[src/rtl/id_redirect_stage.sv]
// rtl/id_redirect_stage.sv - IF/ID pipeline register with early branch/jump resolution and hazard stall
//
// Holds the instruction and pc_plus4 handed over by fetch. Decodes it early
// enough to resolve branches and jumps in ID, so fetch can be redirected.
// Also detects load-use and branch-operand hazards, which stall fetch and
// insert a bubble.
//
// Optional feature macro: PERF_CNT_EN. When it is defined, saturating
// stall/flush counters are built. When it is undefined, both counter
// outputs are tied to zero.
//
// Ports:
//   clk, reset        clock; synchronous active-low reset
//   if_instr          instruction from fetch
//   if_pc_plus4       pc_plus4 from fetch
//   rs_data, rt_data  register-file read data for id_rs / id_rt
//   ex_rd             destination register of the EX instruction
//   ex_reg_write      EX instruction writes a register
//   ex_mem_read       EX instruction is a load
//   mem_rd            destination register of the MEM instruction
//   mem_mem_read      MEM instruction is a load
//   if_en             fetch PC enable (0 = stall)
//   branch_taken      redirect fetch to branch_address
//   branch_address    branch target
//   jump              redirect fetch to jump_address
//   jump_address      jump target
//   id_instr          registered instruction
//   id_pc_plus4       registered pc_plus4
//   id_valid          id_instr is a real instruction
//   id_rs, id_rt      register-file read addresses
//   id_bubble         insert a NOP into ID/EX this cycle
//   stall_count       stall cycles seen
//   flush_count       flushes seen
module id_redirect_stage #(
    parameter int          PC_WIDTH  = 10,
    parameter logic [31:0] NOP_INSTR = 32'h0000_0000
) (
    input  logic                clk,
    input  logic                reset,
    input  logic [31:0]         if_instr,
    input  logic [PC_WIDTH-1:0] if_pc_plus4,
    input  logic [31:0]         rs_data,
    input  logic [31:0]         rt_data,
    input  logic [4:0]          ex_rd,
    input  logic                ex_reg_write,
    input  logic                ex_mem_read,
    input  logic [4:0]          mem_rd,
    input  logic                mem_mem_read,
    output logic                if_en,
    output logic                branch_taken,
    output logic [PC_WIDTH-1:0] branch_address,
    output logic                jump,
    output logic [PC_WIDTH-1:0] jump_address,
    output logic [31:0]         id_instr,
    output logic [PC_WIDTH-1:0] id_pc_plus4,
    output logic                id_valid,
    output logic [4:0]          id_rs,
    output logic [4:0]          id_rt,
    output logic                id_bubble,
    output logic [15:0]         stall_count,
    output logic [15:0]         flush_count
);

    localparam logic [5:0] OP_RTYPE = 6'h00;
    localparam logic [5:0] OP_J     = 6'h02;
    localparam logic [5:0] OP_JAL   = 6'h03;
    localparam logic [5:0] OP_BEQ   = 6'h04;
    localparam logic [5:0] OP_BNE   = 6'h05;
    localparam logic [5:0] OP_SW    = 6'h2B;

    logic [31:0]         instr_q;
    logic [31:0]         instr_d;
    logic [PC_WIDTH-1:0] pc_q;
    logic [PC_WIDTH-1:0] pc_d;
    logic                valid_q;
    logic                valid_d;

    logic [5:0]  op;
    logic [4:0]  rs;
    logic [4:0]  rt;
    logic [15:0] imm16;
    logic        is_beq;
    logic        is_bne;
    logic        is_branch;
    logic        is_jump;
    logic        uses_rt;
    logic        load_use;
    logic        br_ex;
    logic        br_mem;
    logic        stall;
    logic        br_cond;
    logic        redirect;

    assign op    = instr_q[31:26];
    assign rs    = instr_q[25:21];
    assign rt    = instr_q[20:16];
    assign imm16 = instr_q[15:0];

    assign is_beq    = (op == OP_BEQ);
    assign is_bne    = (op == OP_BNE);
    assign is_branch = is_beq | is_bne;
    assign is_jump   = (op == OP_J) | (op == OP_JAL);
    assign uses_rt   = (op == OP_RTYPE) | is_branch | (op == OP_SW);

    // In J/JAL the rs/rt fields are target bits, not register numbers, so
    // load-use matching is suppressed for jumps; jumps never stall.
    assign load_use = ex_mem_read & (ex_rd != 5'd0) & ~is_jump &
                      ((ex_rd == rs) | (uses_rt & (ex_rd == rt)));

    // Branches compare in ID, so any producer still in EX is too late. A load
    // still in MEM is also too late, which yields two stall cycles for a
    // load feeding a branch.
    assign br_ex  = is_branch & ex_reg_write & (ex_rd != 5'd0) &
                    ((ex_rd == rs) | (ex_rd == rt));
    assign br_mem = is_branch & mem_mem_read & (mem_rd != 5'd0) &
                    ((mem_rd == rs) | (mem_rd == rt));

    assign stall = valid_q & (load_use | br_ex | br_mem);

    assign br_cond = is_beq ? (rs_data == rt_data) : (rs_data != rt_data);

    assign if_en        = ~stall;
    assign id_bubble    = stall;
    assign branch_taken = valid_q & ~stall & is_branch & br_cond;
    assign jump         = valid_q & ~stall & is_jump;
    assign redirect     = branch_taken | jump;

    // Target arithmetic wraps modulo 2**PC_WIDTH.
    assign branch_address = pc_q + PC_WIDTH'({{14{imm16[15]}}, imm16, 2'b00});
    assign jump_address   = {instr_q[PC_WIDTH-3:0], 2'b00};

    assign id_instr    = instr_q;
    assign id_pc_plus4 = pc_q;
    assign id_valid    = valid_q;
    assign id_rs       = rs;
    assign id_rt       = rt;

    always_comb begin
        instr_d = instr_q;
        pc_d    = pc_q;
        valid_d = valid_q;
        if (stall) begin
            instr_d = instr_q;
        end else if (redirect) begin
            // Squash the wrong-path fetch; fetch loads the target on this edge.
            instr_d = NOP_INSTR;
            valid_d = 1'b0;
        end else begin
            instr_d = if_instr;
            pc_d    = if_pc_plus4;
            valid_d = 1'b1;
        end
    end

    always_ff @(posedge clk) begin
        if (!reset) begin
            instr_q <= NOP_INSTR;
            pc_q    <= '0;
            valid_q <= 1'b0;
        end else begin
            instr_q <= instr_d;
            pc_q    <= pc_d;
            valid_q <= valid_d;
        end
    end

`ifdef PERF_CNT_EN
    logic [15:0] stall_cnt_q;
    logic [15:0] flush_cnt_q;

    always_ff @(posedge clk) begin
        if (!reset) begin
            stall_cnt_q <= 16'h0000;
            flush_cnt_q <= 16'h0000;
        end else begin
            if (stall && (stall_cnt_q != 16'hFFFF)) begin
                stall_cnt_q <= stall_cnt_q + 16'h0001;
            end
            if (redirect && (flush_cnt_q != 16'hFFFF)) begin
                flush_cnt_q <= flush_cnt_q + 16'h0001;
            end
        end
    end

    assign stall_count = stall_cnt_q;
    assign flush_count = flush_cnt_q;
`else
    assign stall_count = 16'h0000;
    assign flush_count = 16'h0000;
`endif

endmodule

[config.mk]
export PLATFORM = sky130hd
export DESIGN_NAME = id_redirect_stage
export DESIGN_NICKNAME = d
export VERILOG_FILES = /design/src/rtl/id_redirect_stage.sv
export SDC_FILE = /design/constraint.sdc
export NUM_CORES = 1
export LEC_CHECK = 0
export CAP_MARGIN = 10
export CORE_AREA = 8 8 104 96
export DETAILED_ROUTE_END_ITERATION = 8
export DIE_AREA = 0 0 112 104
export GPL_ROUTABILITY_DRIVEN = 0
export PLACE_DENSITY = 0.86
export SETUP_SLACK_MARGIN = 0.02
export SLEW_MARGIN = 5
export SYNTH_ARGS = -nofsm -noshare
export SYNTH_HDL_FRONTEND = slang
export SYNTH_SLANG_ARGS = --single-unit
[constraint.sdc]
create_clock -name clk -period 3.4 [get_ports clk]
set_input_delay 0.68 -clock clk [delete_from_list [all_inputs] [get_ports clk]]
set_output_delay 0.68 -clock clk [all_outputs]
set_load 0.02 [all_outputs]
==> impl_metrics.tcl, run 1 <==
set metrics [dict create \
    clock_path_buffers 2 \
    vias 2930 \
    wirelength_mm 10.4 \
    crit_slowest_cell "or4_4" \
    synthTopCellsByArea "dfxtp_1 (29%), buf_4 (15%), xor2_1 (12%)" \
    ys_seq_area_frac 0.292 \
    cts-htree-levels 2 \
    core_um2 8330 \
    synth_edf_count 0 \
    numCtsBuffers 5 \
    cts.sinks 43 \
    grt_pass1_vias 3151 \
    initial_core_util 0.354 \
    ys_warn_count 0 \
    die_w_um 112 \
    worst_slack_ns 0.0549 \
    postSynthCellCount 337 \
    netlist_area_um2 2950 \
    start_kind "input pin" \
    maxSlewHeadroom 0.660 \
    cp.required_ns 2.72 \
    fin_crit_ns 3.35 \
    rr_endpoint "id_instr[19]" \
    reg2reg_depth 9 \
    antennaDiodeCount 0 \
    multiInputGateArea_um2 1720 \
    endpoint_kind "output port" \
    synth-simple-area-share 0.143 \
    synth_top_cells_by_count "buf_4 (57), nand2_1 (55), dfxtp_1 (43)" \
    grt_pass1_wl_mm 16.1 \
    power.density_nw_per_um2 311 \
    synthAdderAreaFrac 0.0365 \
    ioPinCount 230 \
    avgRoutedWirePerCell_um 16.6 \
    p_leak_nw 2.21 \
    worstPathMaxFanout 2 \
    synthMostInstantiatedCell "buf_4" \
    path_clk_slew_ns 0.09 \
    setup_viol 0 \
    drv_cap 0 \
    arrival_ns 2.67 \
    final_cells 627 \
    root_buffer "clkbuf_8" \
    r2r_start "id_instr[31]" \
    dr.pass1.iters 4 \
    die_area_um2 11600 \
    critical_path_class "in2out" \
    synth_xor_area_frac 0.175 \
    synth_ff_type "dfxtp_1" \
    antenna_found_initial 0 \
    period_share 0.984 \
    nNetsFinal 653 \
    crit_chain "clkdlybuf4s50_1 > xor2_1 > nor4_2 > nand4_1 > or4_4 > a21oi_2 > buf_6" \
    drt-initial-drc-count 177 \
    min_to "id_instr[13]" \
    clk-insertion-delay-late_ns 0.29 \
    fill_cells 707 \
    synth_cell_types 37 \
    place_hpwl_mm 8.54 \
    power.total_mw 1.56 \
    yosys_register_bits 43 \
    fin_tns_setup_ns 0 \
    holdPathStages 1 \
    synth_area_per_cell_um2 8.75 \
    irDropWorstVdd_mv 0.210 \
    vias_per_cell 4.67 \
    fmax_ghz 0.299 \
    synth_top_area_frac 0.292 \
    yosysTopAreaCell "dfxtp_1" \
    synthArstFlopShare 0 \
    ant_nets 0 \
    area.sequential_um2 861 \
    grt_max_degree 30 \
    timing_hold_violations_final 0 \
    synth_compound_area_frac 0.137 \
    place_area_um2 4830 \
    synthMuxAreaShare 0.0373 \
    slowest_delay_ns 0.58 \
    crit_start "rt_data[16]" \
    drive_gt1_frac 0.0800 \
    cts_tree "yes" \
    worstHoldStart "id_instr[13]" \
    drc_errors 0 \
    grt_overflow_total 0 \
    hp-class "reg2reg" \
    tightest_slew_ns 0.511 \
    regToRegSetupSlack_ns 1.07 \
    post-place-ws_ns -0.535 \
    rsz0062_at_grt "no" \
    synth_top_family_by_area "buffers and inverters" \
    die_h_um 104 \
    port_buffers 195 \
    syn_to_final_growth_pct 70.3 \
    maxSlewViolCount 0 \
    skew_ns 0.0101 \
    status "complete, no violations" \
    dp.cells 618 \
    post-route-cell-area_um2 5020 \
    grt_use_total 0.167 \
    rows 32 \
]
layout make-up:
type / instances / area share
timing repair buffer: 215 / 0.431
sequential: 43 / 0.171
tap: 102 / 0.0254
multi-input combinational: 251 / 0.343
clock buffer: 5 / 0.0137
clock inverter: 3 / 0.00872
inverter: 8 / 0.00598
critical path: cells and delay by family:
kind                      cells  cell delay [ns]
and+or+nand+nor               3             1.08
buffers and inverters         2             0.56
xor gates and xnor gates      1             0.18
AOI/OAI and AO/OA             1             0.16
cell families after synthesis:
group | Yosys count
xor gates and xnor gates | 59
adders and majority gates | 8
DFF | 43
other | 1
AOI/OAI and AO/OA | 51
buffers and inverters | 76
muxes | 11
and+or+nand+nor | 88
cell usage in the layout, fill, tap and decap left out, types with 3 or more instances in the layout:
cell type and count:
clkdlybuf4s50_1 167, nand2_1 55, dfxtp_1 43, xor2_1 42, conb_1 34, o2bb2ai_1 32, dlymetal6s2s_1 22, buf_4 18
xnor2_1 17, mux2i_1 11, inv_1 8, a21oi_1 7, ha_1 7, nor4_1 6, clkbuf_8 5, nor3_1 4
nor4_2 4, nand3_1 3, nand4_1 3
stage by stage:
stage	util	hold WS [ns]
final	0.603	0.477
after floorplan	-	0.544
after CTS	0.594	0.477
after global routing	0.603	0.502
after global placement	0.579	0.444
after detailed placement	0.579	0.453
worst max path at each step:
stage | endpoint | slack, ns | cells after the start
final | branch_taken | 0.05 | 7
after global routing | branch_taken | 0.0009 | 7
after CTS | branch_taken | 0.006 | 8
after detailed placement | branch_taken | -0.54 | 7
after global placement | branch_taken | -0.49 | 7
after floorplan | branch_taken | 0.63 | 5
state kept, by name (all words and copies together), names as in the netlist:
| signal | flops |
|---|---|
| id_pc_plus4 | 10 |
| id_instr | 32 |
| id_valid | 1 |
timing repair:
item / in CTS / in global routing
setup endpoints to repair: 5 / 5
cloned: 0 / 0
pin swaps: 1 / 11
hold buffers: 0 / 0
gates resized for setup: 11 / 32
setup buffers: 0 / 1
metal layers:
layer	global-route usage	up-vias	wire (um)
li1	-	1437	-
met1	0.181	1340	4340
met2	0.303	139	5090
met3	0.0557	14	799
met4	0.0433	0	191
met5	0	-	0
power by group:
group          switching [mW]  internal (mW)
combinational           0.272          0.312
sequential             0.0398          0.537
clock                   0.181          0.219
(Power assumes the default switching activity.)
==> inputs of run 2 (changes only) <==
CORE_AREA = 8 8 99 101   (was 8 8 104 96)
CTS_CLUSTER_DIAMETER = 100   (was default)
DIE_AREA = 0 0 107 109   (was 0 0 112 104)
==> impl_metrics.tcl, run 2 (synthesized netlist as in run 1, its figures left out) <==
set metrics [dict create \
    start_kind "input pin" \
    p_leak_nw 2.03 \
    nNetsFinal 653 \
    cts.sinks 43 \
    skew_ns 0.0101 \
    rows 34 \
    drt-initial-drc-count 82 \
    port_buffers 195 \
    drv_cap 0 \
    avgRoutedWirePerCell_um 16.9 \
    p_comb_frac 0.374 \
    grt_overflow_total 0 \
    die_area_um2 11700 \
    status "complete, no violations" \
    largest_reg_flops 32 \
    grt_max_degree 30 \
    post-place-ws_ns -0.379 \
    cp.required_ns 2.72 \
    root_buffer "clkbuf_8" \
    ioPinCount 230 \
    pwr-share-clk 0.258 \
    p_sw_mw 0.498 \
    worst_slack_ns 0.0851 \
    p_seq_frac 0.368 \
    fill_cells 711 \
    vias_per_cell 4.65 \
    dp.cells 623 \
    endpoint_kind "output port" \
    numCtsBuffers 5 \
    grt_use_total 0.171 \
    period_share 0.975 \
    power.density_nw_per_um2 315 \
    path_clk_slew_ns 0.08 \
    netSwitchingFraction 0.317 \
    maxSlewViolCount 0 \
    clk-insertion-delay-late_ns 0.29 \
    maxSlewHeadroom 0.646 \
    cts_tree "yes" \
    antennaDiodeCount 0 \
    layout_commonest_cell "clkdlybuf4s50_1" \
    die_h_um 109 \
    power.total_mw 1.57 \
    setup_viol 0 \
    cts_hold_buf 0 \
    critical_path_class "in2out" \
    layout_common_cells "clkdlybuf4s50_1 (188), nand2_1 (55), dfxtp_1 (43), xor2_1 (42), conb_1 (34)" \
    fin_crit_ns 3.31 \
    drc_errors 0 \
    wirelength_mm 10.7 \
    dr.pass1.iters 4 \
    fmax_ghz 0.302 \
    hp-class "reg2reg" \
    syn_to_final_growth_pct 68.7 \
    p_int_mw 1.07 \
    worstPathMaxFanout 2 \
    final_cells 633 \
    initial_core_util 0.352 \
    grt_pass1_wl_mm 15.9 \
    timing_hold_violations_final 0 \
    rsz0062_at_grt "no" \
    die_w_um 107 \
    grt_pass1_vias 3220 \
    cts-htree-levels 2 \
    regToRegSetupSlack_ns 1.11 \
    irDropWorstVdd_mv 0.139 \
    fin_tns_setup_ns 0 \
    vias 2943 \
    arrival_ns 2.63 \
    clock_path_buffers 2 \
    antenna_found_initial 0 \
    drive_gt1_frac 0.0857 \
    tightest_slew_ns 0.532 \
    place_hpwl_mm 8.87 \
    ant_nets 0 \
    core_um2 8380 \
]
==> run 2: cell types whose count changed in the layout (fill, tap and decap cells not counted), sizes merged <==
cell | previous run | this run
clkdlybuf4s50 | 167 | 188
dlymetal6s2s | 22 | 2
buf | 22 | 23
dlygate4sd2 | 1 | 0
clkdlybuf4s15 | 1 | 0
==> run 2: final cells by class <==
class                      instances  area (um2)  area share
timing repair buffer             215        2100       0.422
inverter                           8        30.0     0.00604
multi-input combinational        251        1740       0.350
clock buffer                       5        68.8      0.0138
sequential                        43         861       0.173
tap                              108         135      0.0272
clock inverter                     3        43.8     0.00880
==> run 2: metrics by stage <==
stage               utilization  hold slack, ns  area, um2
floorplan                     -           0.544       3070
global placement          0.574           0.446       4810
detailed placement        0.574           0.451       4810
CTS                       0.588           0.474       4930
global route              0.594           0.483       4970
finish                    0.594           0.467       4970
==> run 2: path summary, 6_finish.rpt <==
kind                start            to  cells after the start
min reg2reg   id_instr[8]   id_instr[8]                      1
min           id_instr[8]   id_instr[8]                      1
max           rt_data[18]  branch_taken                      7
max reg2reg  id_instr[31]  id_instr[21]                      9
==> run 2: power by group through the flow <==
stage	Sequential [mW]	Clock, mW	Combinational (mW)
after floorplan	0.621	0	0.272
after global placement	0.587	0	0.570
after detailed placement	0.589	0	0.582
after CTS	0.578	0.419	0.586
after global routing	0.583	0.441	0.625
final	0.578	0.404	0.586
==> run 2: timing repair <==
item	CTS	global route
setup buffers	0	2
hold endpoints to repair	0	0
pin swaps	3	3
setup endpoints to repair	4	6
resized for setup	9	17
==> run 2: worst max-delay path, cell delays in order <==
cell	delay, ns
clkdlybuf4s50_1	0.43
xor2_1	0.17
nor4_1	0.32
nand4_1	0.20
or4_4	0.53
a21oi_2	0.15
buf_4	0.15
==> run 2: routing by layer <==
metal  vias up  part of all wire  GRT usage
met4         0            0.0066     0.0362
met3         6             0.081     0.0538
met5         -                 0          0
li1       1431                 -          -
met2       121              0.56      0.344
met1      1385              0.36      0.165
==> inputs of run 3 (changes only) <==
CAP_MARGIN = default   (was 10)
PLACE_DENSITY = 0.95   (was 0.86)
==> impl_metrics.tcl, run 3 (synthesized netlist as in run 1, its figures left out) <==
set metrics [dict create \
    status "complete, but fails checks" \
    violations "negative setup slack" \
    tightest_slew_ns 0.548 \
    place_area_um2 4820 \
    regToRegSetupSlack_ns 1.01 \
    maxSlewViolCount 0 \
    hp-class "reg2reg" \
    grt_use_total 0.168 \
    start_kind "input pin" \
    die_area_um2 11700 \
    fin_tns_setup_ns -0.00713 \
    fin_crit_ns 3.41 \
    ioPinCount 230 \
    cp.required_ns 2.72 \
    holdPathStages 1 \
    rsz0062_at_grt "yes" \
    grt_pass1_wl_mm 15.7 \
    port_buffers 195 \
    slowest_delay_ns 0.52 \
    layout_commonest_cell "clkdlybuf4s50_1" \
    worst_slack_ns -0.00713 \
    core_um2 8380 \
    min_to "id_instr[10]" \
    initial_core_util 0.352 \
    antennaDiodeCount 0 \
    period_share 1.00 \
    irDropWorstVdd_mv 0.167 \
    die_w_um 107 \
    timing_hold_violations_final 0 \
    path_clk_slew_ns 0.09 \
    ant_nets 0 \
    antenna_found_initial 0 \
    r2r_start "id_instr[31]" \
    die_h_um 109 \
    post-route-cell-area_um2 4970 \
    worstHoldStart "id_instr[10]" \
    clk-insertion-delay-late_ns 0.29 \
    post_cts_buffers 0 \
    wirelength_mm 10.6 \
    cts.sinks 43 \
    layout_common_cells "clkdlybuf4s50_1 (187), nand2_1 (55), dfxtp_1 (43), xor2_1 (42), conb_1 (34)" \
    drt-initial-drc-count 130 \
    grt_max_degree 32 \
    grt_overflow_total 0 \
    fmax_ghz 0.294 \
    vias 2985 \
    place_hpwl_mm 8.85 \
    arrival_ns 2.73 \
    critical_path_class "in2out" \
    vias_per_cell 4.72 \
    numCtsBuffers 5 \
    cts-htree-levels 2 \
    power.density_nw_per_um2 302 \
    setup_viol 1 \
    drv_cap 0 \
    avgRoutedWirePerCell_um 16.7 \
    root_buffer "clkbuf_8" \
    utilization 0.593 \
    rr_endpoint "id_instr[28]" \
    rows 34 \
    syn_to_final_growth_pct 68.4 \
    largest_reg_flops 32 \
    drc_errors 0 \
    dr.pass1.iters 4 \
    drive_gt1_frac 0.0897 \
    grt_pass1_vias 3210 \
    clock_path_buffers 2 \
    nNetsFinal 652 \
    cts_tree "yes" \
    crit_chain "clkdlybuf4s50_1 > xor2_1 > nor4_1 > nand4_1 > or4_4 > a21oi_1 > clkdlybuf4s15_2" \
    skew_ns 0.00717 \
    reg2reg_depth 10 \
    p_leak_nw 2.01 \
    crit_slowest_cell "or4_4" \
    maxSlewHeadroom 0.635 \
    worstPathMaxFanout 2 \
    endpoint_kind "output port" \
]
## run 3: critical path, delay by kind of cell
kind / cells / cell delay (ns)
xor gates and xnor gates: 1 / 0.17
AOI/OAI and AO/OA: 1 / 0.16
buffers and inverters: 2 / 0.71
and+or+nand+nor: 3 / 1.00
## run 3: report_power, final
part / switching (mW) / internal [mW]
clock network: 0.185 / 0.147
registers: 0.0403 / 0.537
logic: 0.275 / 0.313
total: 0.501 / 0.998
## run 3: how the worst max path moves through the flow
stage,from,end,cells past startpoint
global placement,rt_data[18],branch_taken,7
CTS,rt_data[9],branch_taken,7
floorplan,rt_data[29],branch_taken,5
global route,rt_data[9],branch_taken,7
detailed placement,rt_data[17],branch_taken,7
finish,rt_data[9],branch_taken,7
## run 3: cell type report
class	instances	area (um2)
sequential	43	861
multi-input combinational	251	1750
timing repair buffer	214	2090
tap	108	135
fill	702	3410
clock buffer	5	68.8
clock inverter	3	23.8
inverter	8	30.0
## run 3: through the flow
stage | hold slack [ns] | total power, mW | setup slack, ns | instances
final | 0.472 | 1.50 | -0.00713 | 632
after global routing | 0.487 | 1.58 | -0.107 | 632
after CTS | 0.478 | 1.51 | -0.0232 | 632
after detailed placement | 0.452 | 1.17 | -0.384 | 624
after global placement | 0.446 | 1.16 | -0.368 | 624
after floorplan | 0.544 | 0.893 | 0.627 | 370
## run 3: metal layers
layer,vias to the layer above,track usage,part of all wire
li1,1436,-,-
met1,1408,0.166,0.36
met2,129,0.329,0.54
met3,12,0.0573,0.083
met4,0,0.0392,0.013
met5,-,0,0
## run 3: repair_timing
action | CTS | global route
endpoints found under the setup margin | 5 | 5
pin swaps | 2 | 2
endpoints found under the hold margin | 0 | 0
hold buffers | 0 | 0
resized for setup | 16 | 12
